**src/rtl/regfile_wb_pkg.sv**
```systemverilog
// rtl/regfile_wb_pkg.sv - shared widths, constants and FSM encoding for the register file
package regfile_wb_pkg;

    localparam int RF_DATA_W   = 32;
    localparam int RF_ADDR_W   = 5;
    localparam int RF_NUM_REGS = 32;
    localparam int RF_CNT_W    = 32;

    localparam logic [RF_DATA_W-1:0] RF_ZERO_WORD = '0;

    typedef enum logic {
        RF_CLEAR = 1'b0,
        RF_RUN   = 1'b1
    } rf_state_e;

endpackage

```
**src/rtl/regfile_wb_if.sv**
```systemverilog
// rtl/regfile_wb_if.sv - write-back / ID-read bundle between the pipeline and the register file
interface regfile_wb_if
    import regfile_wb_pkg::*;
#(
    parameter int DATA_W = RF_DATA_W,
    parameter int ADDR_W = RF_ADDR_W
) ();

    logic                we;
    logic [ADDR_W-1:0]   waddr;
    logic [DATA_W-1:0]   wdata;
    logic                re1;
    logic [ADDR_W-1:0]   raddr1;
    logic [DATA_W-1:0]   rdata1;
    logic                re2;
    logic [ADDR_W-1:0]   raddr2;
    logic [DATA_W-1:0]   rdata2;
    logic                busy;
    logic [RF_CNT_W-1:0] wr_cnt;

    // pipeline side: MEM/WB writes, ID reads
    modport master (
        output we, waddr, wdata,
        output re1, raddr1, re2, raddr2,
        input  rdata1, rdata2, busy, wr_cnt
    );

    // register file side
    modport slave (
        input  we, waddr, wdata,
        input  re1, raddr1, re2, raddr2,
        output rdata1, rdata2, busy, wr_cnt
    );

endinterface

```
**src/rtl/regfile_rd_port.sv**
```systemverilog
// rtl/regfile_rd_port.sv - one combinational read port with priority mux; same-cycle bypass under REGFILE_BYPASS_EN
module regfile_rd_port
    import regfile_wb_pkg::*;
#(
    parameter int DATA_W = RF_DATA_W,
    parameter int ADDR_W = RF_ADDR_W
) (
    input  logic              rst,
    input  logic              busy,
    input  logic              re,
    input  logic [ADDR_W-1:0] raddr,
    input  logic [DATA_W-1:0] mem_data,
    output logic [DATA_W-1:0] rdata
`ifdef REGFILE_BYPASS_EN
    ,
    input  logic              we,
    input  logic [ADDR_W-1:0] waddr,
    input  logic [DATA_W-1:0] wdata
`endif
);

    // Priority read mux. RUN is implied by busy==0, so the bypass term
    // only needs the write-side qualifiers.
    always_comb begin
        rdata = '0;
        if (rst || busy) begin
            rdata = '0;
        end else if (!re) begin
            rdata = '0;
        end else if (raddr == '0) begin
            rdata = '0;
`ifdef REGFILE_BYPASS_EN
        end else if (we && (waddr != '0) && (raddr == waddr)) begin
            rdata = wdata;
`endif
        end else begin
            rdata = mem_data;
        end
    end

endmodule

```
**src/rtl/regfile_wb.sv**
```systemverilog
// rtl/regfile_wb.sv - architectural register file with reset clear sequencer; optional bypass via REGFILE_BYPASS_EN
module regfile_wb
    import regfile_wb_pkg::*;
#(
    parameter int DATA_W   = RF_DATA_W,
    parameter int ADDR_W   = RF_ADDR_W,
    parameter int NUM_REGS = RF_NUM_REGS
) (
    input  logic         clk,
    input  logic         rst,
    regfile_wb_if.slave  bus
);

    logic [DATA_W-1:0]   regs [NUM_REGS];
    rf_state_e           state;
    logic [ADDR_W-1:0]   clr_ptr;
    logic                busy_q;
    logic [RF_CNT_W-1:0] wr_cnt_q;
    logic                commit;
    logic [DATA_W-1:0]   mem1;
    logic [DATA_W-1:0]   mem2;

    // a write commits only in RUN and never to $0
    assign commit = (state == RF_RUN) && bus.we && (bus.waddr != '0);

    // clear sequencer, storage writes and commit counter
    always_ff @(posedge clk) begin
        if (rst) begin
            state    <= RF_CLEAR;
            clr_ptr  <= '0;
            busy_q   <= 1'b1;
            wr_cnt_q <= '0;
        end else begin
            case (state)
                RF_CLEAR: begin
                    regs[clr_ptr] <= '0;
                    clr_ptr       <= clr_ptr + 1'b1;
                    if (clr_ptr == ADDR_W'(NUM_REGS - 1)) begin
                        state  <= RF_RUN;
                        busy_q <= 1'b0;
                    end
                end
                RF_RUN: begin
                    if (commit) begin
                        regs[bus.waddr] <= bus.wdata;
                        wr_cnt_q        <= wr_cnt_q + 1'b1;
                    end
                end
                default: begin
                    state  <= RF_CLEAR;
                    busy_q <= 1'b1;
                end
            endcase
        end
    end

    assign mem1       = regs[bus.raddr1];
    assign mem2       = regs[bus.raddr2];
    assign bus.busy   = busy_q;
    assign bus.wr_cnt = wr_cnt_q;

    regfile_rd_port #(
        .DATA_W (DATA_W),
        .ADDR_W (ADDR_W)
    ) u_rd1 (
        .rst      (rst),
        .busy     (busy_q),
        .re       (bus.re1),
        .raddr    (bus.raddr1),
        .mem_data (mem1),
        .rdata    (bus.rdata1)
`ifdef REGFILE_BYPASS_EN
        ,
        .we       (bus.we),
        .waddr    (bus.waddr),
        .wdata    (bus.wdata)
`endif
    );

    regfile_rd_port #(
        .DATA_W (DATA_W),
        .ADDR_W (ADDR_W)
    ) u_rd2 (
        .rst      (rst),
        .busy     (busy_q),
        .re       (bus.re2),
        .raddr    (bus.raddr2),
        .mem_data (mem2),
        .rdata    (bus.rdata2)
`ifdef REGFILE_BYPASS_EN
        ,
        .we       (bus.we),
        .waddr    (bus.waddr),
        .wdata    (bus.wdata)
`endif
    );

endmodule
```
**src/flat_wrapper.sv**
```systemverilog
// flat-port wrapper written by rule: the top's interface ports become plain ports
module regfile_wb_flat import regfile_wb_pkg::*;
#(
    parameter int DATA_W   = RF_DATA_W,
    parameter int ADDR_W   = RF_ADDR_W,
    parameter int NUM_REGS = RF_NUM_REGS
)
  (clk, rst, bus_we, bus_waddr, bus_wdata, bus_re1, bus_raddr1, bus_re2, bus_raddr2, bus_rdata1, bus_rdata2, bus_busy, bus_wr_cnt);
  regfile_wb_if #(.DATA_W(DATA_W), .ADDR_W(ADDR_W)) bus_i ();
  input  logic clk;
  input  logic rst;
  input wire logic [$bits(bus_i.we)-1:0] bus_we;
  input wire logic [$bits(bus_i.waddr)-1:0] bus_waddr;
  input wire logic [$bits(bus_i.wdata)-1:0] bus_wdata;
  input wire logic [$bits(bus_i.re1)-1:0] bus_re1;
  input wire logic [$bits(bus_i.raddr1)-1:0] bus_raddr1;
  input wire logic [$bits(bus_i.re2)-1:0] bus_re2;
  input wire logic [$bits(bus_i.raddr2)-1:0] bus_raddr2;
  output wire logic [$bits(bus_i.rdata1)-1:0] bus_rdata1;
  output wire logic [$bits(bus_i.rdata2)-1:0] bus_rdata2;
  output wire logic [$bits(bus_i.busy)-1:0] bus_busy;
  output wire logic [$bits(bus_i.wr_cnt)-1:0] bus_wr_cnt;
  assign bus_i.we = bus_we;
  assign bus_i.waddr = bus_waddr;
  assign bus_i.wdata = bus_wdata;
  assign bus_i.re1 = bus_re1;
  assign bus_i.raddr1 = bus_raddr1;
  assign bus_i.re2 = bus_re2;
  assign bus_i.raddr2 = bus_raddr2;
  assign bus_rdata1 = bus_i.rdata1;
  assign bus_rdata2 = bus_i.rdata2;
  assign bus_busy = bus_i.busy;
  assign bus_wr_cnt = bus_i.wr_cnt;
  regfile_wb #(.DATA_W(DATA_W), .ADDR_W(ADDR_W), .NUM_REGS(NUM_REGS)) u_core (.clk(clk), .rst(rst), .bus(bus_i));
endmodule
```
**config.mk**
```make
export PLATFORM = sky130hd
export DESIGN_NAME = regfile_wb_flat
export DESIGN_NICKNAME = d
export VERILOG_FILES = /design/src/rtl/regfile_wb_pkg.sv /design/src/rtl/regfile_wb_if.sv /design/src/rtl/regfile_rd_port.sv /design/src/rtl/regfile_wb.sv /design/src/flat_wrapper.sv
export SDC_FILE = /design/constraint.sdc
export NUM_CORES = 1
export LEC_CHECK = 0
export BUFFER_PORTS_ARGS = -buffer_cell sky130_fd_sc_hd__buf_2
export CORE_ASPECT_RATIO = 1.25
export CORE_UTILIZATION = 65
export CTS_BUF_LIST = sky130_fd_sc_hd__clkbuf_16
export CTS_CLUSTER_SIZE = 8
export DETAILED_ROUTE_END_ITERATION = 8
export HOLD_SLACK_MARGIN = 0.02
export PLACE_DENSITY = 0.83
export SLEW_MARGIN = 20
export SYNTH_ARGS = -nofsm -noshare
export SYNTH_HDL_FRONTEND = slang
export SYNTH_SLANG_ARGS = --single-unit
```
**constraint.sdc**
```tcl
create_clock -name clk -period 13.6 [get_ports clk]
set_input_delay 2.72 -clock clk [delete_from_list [all_inputs] [get_ports clk]]
set_output_delay 2.72 -clock clk [all_outputs]
set_load 0.005 [all_outputs]
```
== Word-level counts from Yosys, hierarchy flattened ==
Memory sizes are Yosys's and may differ from the RTL's.
Index checks and enable logic that the tools add are counted.

* Bits of input ports: 52
* Memories kept: 1
* Output and inout bits: 97
* Register bits after elaboration: 39
* Bits in writable memories: 1024
* Word-level logic and storage cells: 36

{| class="wikitable"
|+ Memories
! name !! depth !! bits a word !! rd ports !! clocked after Yosys merged registers in !! wr ports !! line !! source
|-
| u_core.regs || 32 || 32 || 2 || 0 || 1 || regfile_wb.sv:14 || <nowiki>logic [DATA_W-1:0] regs [NUM_REGS];</nowiki>
|}

* Add/sub/neg operators: 2
* Equal/unequal tests: 1
* Reductions and logical operators: 9
* Muxes and demuxes: 18
* Bitwise gates (word level): 1

{| class="wikitable"
|+ Operator list
! kind !! number
|-
| 32-bit 2-to-1 mux || 7
|-
| 32-bit by 1-bit adder with 32-bit output (second input constant) || 1
|-
| 32-bit OR reduction || 1
|-
| 5-bit logical NOT || 2
|-
| 1-bit 2-to-1 mux || 10
|-
| 5-bit by 1-bit adder with 5-bit output (second input constant) || 1
|-
| 5-bit equality test (second input constant) || 1
|-
| 5-bit 2-to-1 mux || 1
|-
| 5-bit nonzero test || 1
|-
| 2-bit AND reduction || 2
|-
| 1-bit logical AND || 2
|-
| 1-bit logical OR || 1
|-
| 1-bit inverter || 1
|}

== Logic depth before layout (Yosys ltp) ==
* Word-level depth: 8
* Depth in mapped cells: 9
* Depth with buffers taken out: 6

== Hierarchy ==
From an unflattened synthesis, not the netlist that was laid out.

* Cell total of the unflattened synthesis: 3815
* Area total of the unflattened synthesis: 51730.9 sq um

{| class="wikitable"
|+ By module, submodules not included
! module !! seq. area each (sq um) !! instances !! area each (sq um) !! cells each
|-
| regfile_wb || 31530.2 || 1 || 50467.2 || 3653
|-
| regfile_rd_port || 0.0 || 2 || 631.9 || 81
|}

== Worst setup path after synthesis ==
OpenSTA, ideal clock, no wires.

* Path type: input to output
* From: in bus_raddr2[0]
* To: out bus_rdata2[0]
* Setup slack: 6.506 ns
* Data arrival time: 4.374 ns
* Data required time: 10.880 ns
* Cell stages on the path: 9
* Cells stage by stage: buf_2 -> buf_6 -> buf_4 -> buf_2 -> mux4_2 -> mux2i_1 -> nand2_1 -> nor2_1 -> a31oi_1

* Longest elaborated chain between the ends: 4
* Elaborated cells between the ends (all ways): 5
* Those cells by class: 3 x mux; 1 x reduce/logical; 1 x memory

{| class="wikitable"
|+ Ends and longest elaborated chain
! what !! line !! source
|-
| from (decl) || flat_wrapper.sv:18 || <nowiki>input wire logic [$bits(bus_i.raddr2)-1:0] bus_raddr2;</nowiki>
|-
| memory read 32 x 32 bit or 5-bit logical NOT (tied branches) || n/a ||
|-
| 32-bit 2-to-1 mux * || regfile_rd_port.sv:30 || <nowiki>end else if (raddr == '0) begin</nowiki>
|-
| 32-bit 2-to-1 mux * || regfile_rd_port.sv:28 || <nowiki>end else if (!re) begin</nowiki>
|-
| 32-bit 2-to-1 mux * || regfile_rd_port.sv:26 || <nowiki>if (rst || busy) begin</nowiki>
|-
| to (decl) || flat_wrapper.sv:20 || <nowiki>output wire logic [$bits(bus_i.rdata2)-1:0] bus_rdata2;</nowiki>
|}

Mark *: on every way between the ends. The rest lies on a longest branch, timed or not.

== Final worst setup path ==
* From: in bus_raddr2[1]
* To: out bus_rdata2[11]

Same word-level chain as after synthesis.

==> results.sh <==
export IMPL_status="completed"
export IMPL_cp_max_fo=71
export IMPL_cts_resized=0
export IMPL_design_core_area_sq_mm=0.0759
export IMPL_ys_top_cells_by_area="edfxtp_1, mux4_2, mux2i_1"
export IMPL_synth_area_leader_cell="edfxtp_1"
export IMPL_route_vias_total=31300
export IMPL_grt_use_total_pct=39.9
export IMPL_synthesis_nets=2721
export IMPL_slowest_delay_ns=0.78
export IMPL_power_density_mw_per_mm2=130
export IMPL_worst_setup_path_end_kind="output pin"
export IMPL_finalCriticalPeriod_ns=9.22
export IMPL_setup_viol=0
export IMPL_cp_start_kind="input pin"
export IMPL_cts_root_buf="clkbuf_16"
export IMPL_max_freq_ghz=0.108
export IMPL_skew_ns=0.0193
export IMPL_globalplace_congestion=0.842
export IMPL_totalWireLength_mm=152
export IMPL_layout_drive_gt1_share_pct=35.3
export IMPL_seqCellArea_sq_mm=0.0315
export IMPL_numPortBuffers=148
export IMPL_post_drt_wl_per_cell_microns=39.7
export IMPL_grt_overflow_total=0
export IMPL_synthArstFlopShare_pct=0
export IMPL_crit_buf_inv=4
export IMPL_clk_latency_ns=0.73
export IMPL_slowest_stage="buf_4"
export IMPL_met1_usage_pct=48.5
export IMPL_worstPathRequired_ns=10.88
export IMPL_ctsHoldBuffers=0
export IMPL_start_util_pct=65.5
export IMPL_synth_main_ff_cell="edfxtp_1"
export IMPL_antenna_found_initial=11
export IMPL_drcViolationCount=0
export IMPL_die_area_sq_mm=0.0777
export IMPL_yosysSeqAreaShare_pct=63.4
export IMPL_crit_top_cell="buf_4"
export IMPL_tightestPinTransition_ns=1.18
export IMPL_synthToLayoutAreaGrowth_pct=11.9
export IMPL_multiInputGateArea_sq_mm=0.0176
export IMPL_drv_slew=0
export IMPL_dp_hpwl_mm=78.2
export IMPL_cts_tree="done"
export IMPL_n_fill_cell=4190
export IMPL_ys_types=49
export IMPL_setup_tns_ns=0
export IMPL_crit_arrival_ns=6.50
export IMPL_dr_pass1_iters=6
export IMPL_maxCapViolations=0
export IMPL_synth_edff_count=1024
export IMPL_cts_setup_buffers=0
export IMPL_die_w_microns=249
export IMPL_grt_pass1_vias=32200
export IMPL_num_rows=113
export IMPL_first_iter_violations=4939
export IMPL_tritoncts_num_buffers=150
export IMPL_peakVddDrop_mv=0.135
export IMPL_synth_top_area_share_pct=61.8
export IMPL_nNetsFinal=2882
export IMPL_grt_busiest_layer="met2"
export IMPL_final_core_util_pct=73.3
export IMPL_gr_usage_met3_pct=12.2
export IMPL_path_class="input pin to output pin"
export IMPL_clock_sinks=1063
export IMPL_avgSynthCellArea_sq_um=18.7
export IMPL_grt_max_degree=127
export IMPL_grt_pass1_wl_mm=219
export IMPL_clk_path_buf_depth=3
export IMPL_grt_use_met2_pct=62.2
export IMPL_clkTransAtPathRegs_ns=0.06
export IMPL_yosysMostFrequentCell="edfxtp_1"
export IMPL_leakage_nw=16.7
export IMPL_die_y_microns=311
export IMPL_maxSlewHeadroom_pct=21.4
export IMPL_yosysWarnings=0
export IMPL_avgViaCountPerCell=8.17
export IMPL_htree_levels=4
export IMPL_io_pins=149
export IMPL_syn_area_sq_mm=0.0497
export IMPL_rsz0062_at_grt="false"
export IMPL_period_share_pct=67.8
export IMPL_drtAntennaViolNets=0
export IMPL_hold_ws_ns=0.527
export IMPL_synthCells=2666
export IMPL_synth_seq_cells=1063
export IMPL_hold_viol_final=0
export IMPL_synth_common_cells="edfxtp_1, mux4_2, mux2i_1"
export IMPL_crit_chain="buf_8 -> buf_4 -> buf_4 -> mux4_2 -> mux2_2 -> o21ai_0 -> a31oi_1 -> buf_2"
export IMPL_hold_path_class="flop to flop"
export IMPL_cp_top_family="buffers and inverters"
cell families (layout without fill, tap and decap cells):
logic type	count (synthesis)	in the layout	synth area share (%)
buffers and inverters	211	389	1.92
XOR/XNOR	25	25	0.440
flip-flops	1063	1063	63.4
adder cells (fa/ha/maj)	3	3	0.0755
AND/OR/NAND/NOR	310	310	2.95
other	0	6	0
multiplexers	770	770	27.2
AO/OA/AOI/OAI	284	284	4.04
worst register-to-register path, cell delays in order, from the launching register on:
cell      delay [ns]
dfxtp_1         0.66
nand2_1         0.32
a211oi_4        0.55
buf_4           0.59
mux2i_1         0.57
nand2_1         0.41
nor2_4          0.48
buf_4           0.58
flip-flops by register name (all words and copies together) (netlist names):
signal,count
u_core.clr_ptr,5
u_core.regs,1024
u_core.state,1
u_core.bus.busy,1
u_core.bus.wr_cnt,32
area by class of cell:
class                      count  area share, %
sequential                  1063           56.6
multi-input combinational   1392           31.6
clock buffer                 153           6.88
timing repair buffer         215           2.42
tap                          977           2.20
clock inverter                16          0.245
inverter                       5         0.0337
antenna                        6         0.0270
where the power goes:
part	switching [mW]	leakage, nW	internal (mW)	total [mW]
sequential	0.0120	8.44	3.57	3.58
clock	1.32	1.97	1.97	3.29
combinational	0.217	6.31	0.159	0.376
total	1.55	16.7	5.70	7.25
cell usage in the layout (no fill, tap or decap), types with 5 or more instances in the layout:
| master | instances |
|---|---|
| a31oi_1 | 91 |
| and2_1 | 33 |
| clkbuf_16 | 153 |
| a22oi_1 | 30 |
| diode_2 | 6 |
| or3_1 | 9 |
| nand4_1 | 8 |
| nor4_1 | 11 |
| nor3_1 | 5 |
| mux2i_1 | 193 |
| nor2_1 | 71 |
| a21oi_1 | 18 |
| a21o_1 | 5 |
| edfxtp_1 | 1024 |
| nor2_4 | 29 |
| buf_8 | 6 |
| o22a_1 | 31 |
| nand2_1 | 86 |
| o21ai_0 | 33 |
| mux4_2 | 453 |
| dfxtp_1 | 39 |
| and3_1 | 7 |
| xnor2_1 | 15 |
| inv_6 | 7 |
| o221ai_1 | 61 |
| nand3_1 | 15 |
| mux2_2 | 122 |
| inv_1 | 11 |
| xor2_1 | 10 |
| buf_4 | 64 |
| buf_2 | 141 |
stage by stage:
step | power (mW) | instance area [sq um] | setup slack, ns | instances
floorplan | 3.90 | 49700 | 6.51 | 2666
finish | 7.25 | 55700 | 4.38 | 3827
detailed placement | 4.01 | 51700 | 4.48 | 3652
global route | 7.39 | 55700 | 4.29 | 3823
global placement | 4.00 | 51700 | 4.55 | 3652
CTS | 7.23 | 55600 | 4.46 | 3821
metal layers:
layer	wire length, microns	up-vias	part of all wire [%]
met5	67	-	0.044
met4	11800	10	7.8
met3	21900	715	14
met2	72100	3193	47
met1	46000	15800	30
li1	-	11600	-
worst paths after layout:
| check | start | endpoint | slack, ns | depth (start not counted) |
|---|---|---|---|---|
| setup / recovery | bus_raddr2[1] | bus_rdata2[11] | 4.38 | 8 |
| hold reg to reg | u_core.bus.wr_cnt[31] | u_core.bus.wr_cnt[31] | 0.53 | 2 |
| setup reg to reg | u_core.state | u_core.regs[8][2] | 9.01 | 7 |
| hold / removal | u_core.bus.wr_cnt[31] | u_core.bus.wr_cnt[31] | 0.53 | 2 |
Note: power is estimated with default switching activity, not from simulation.
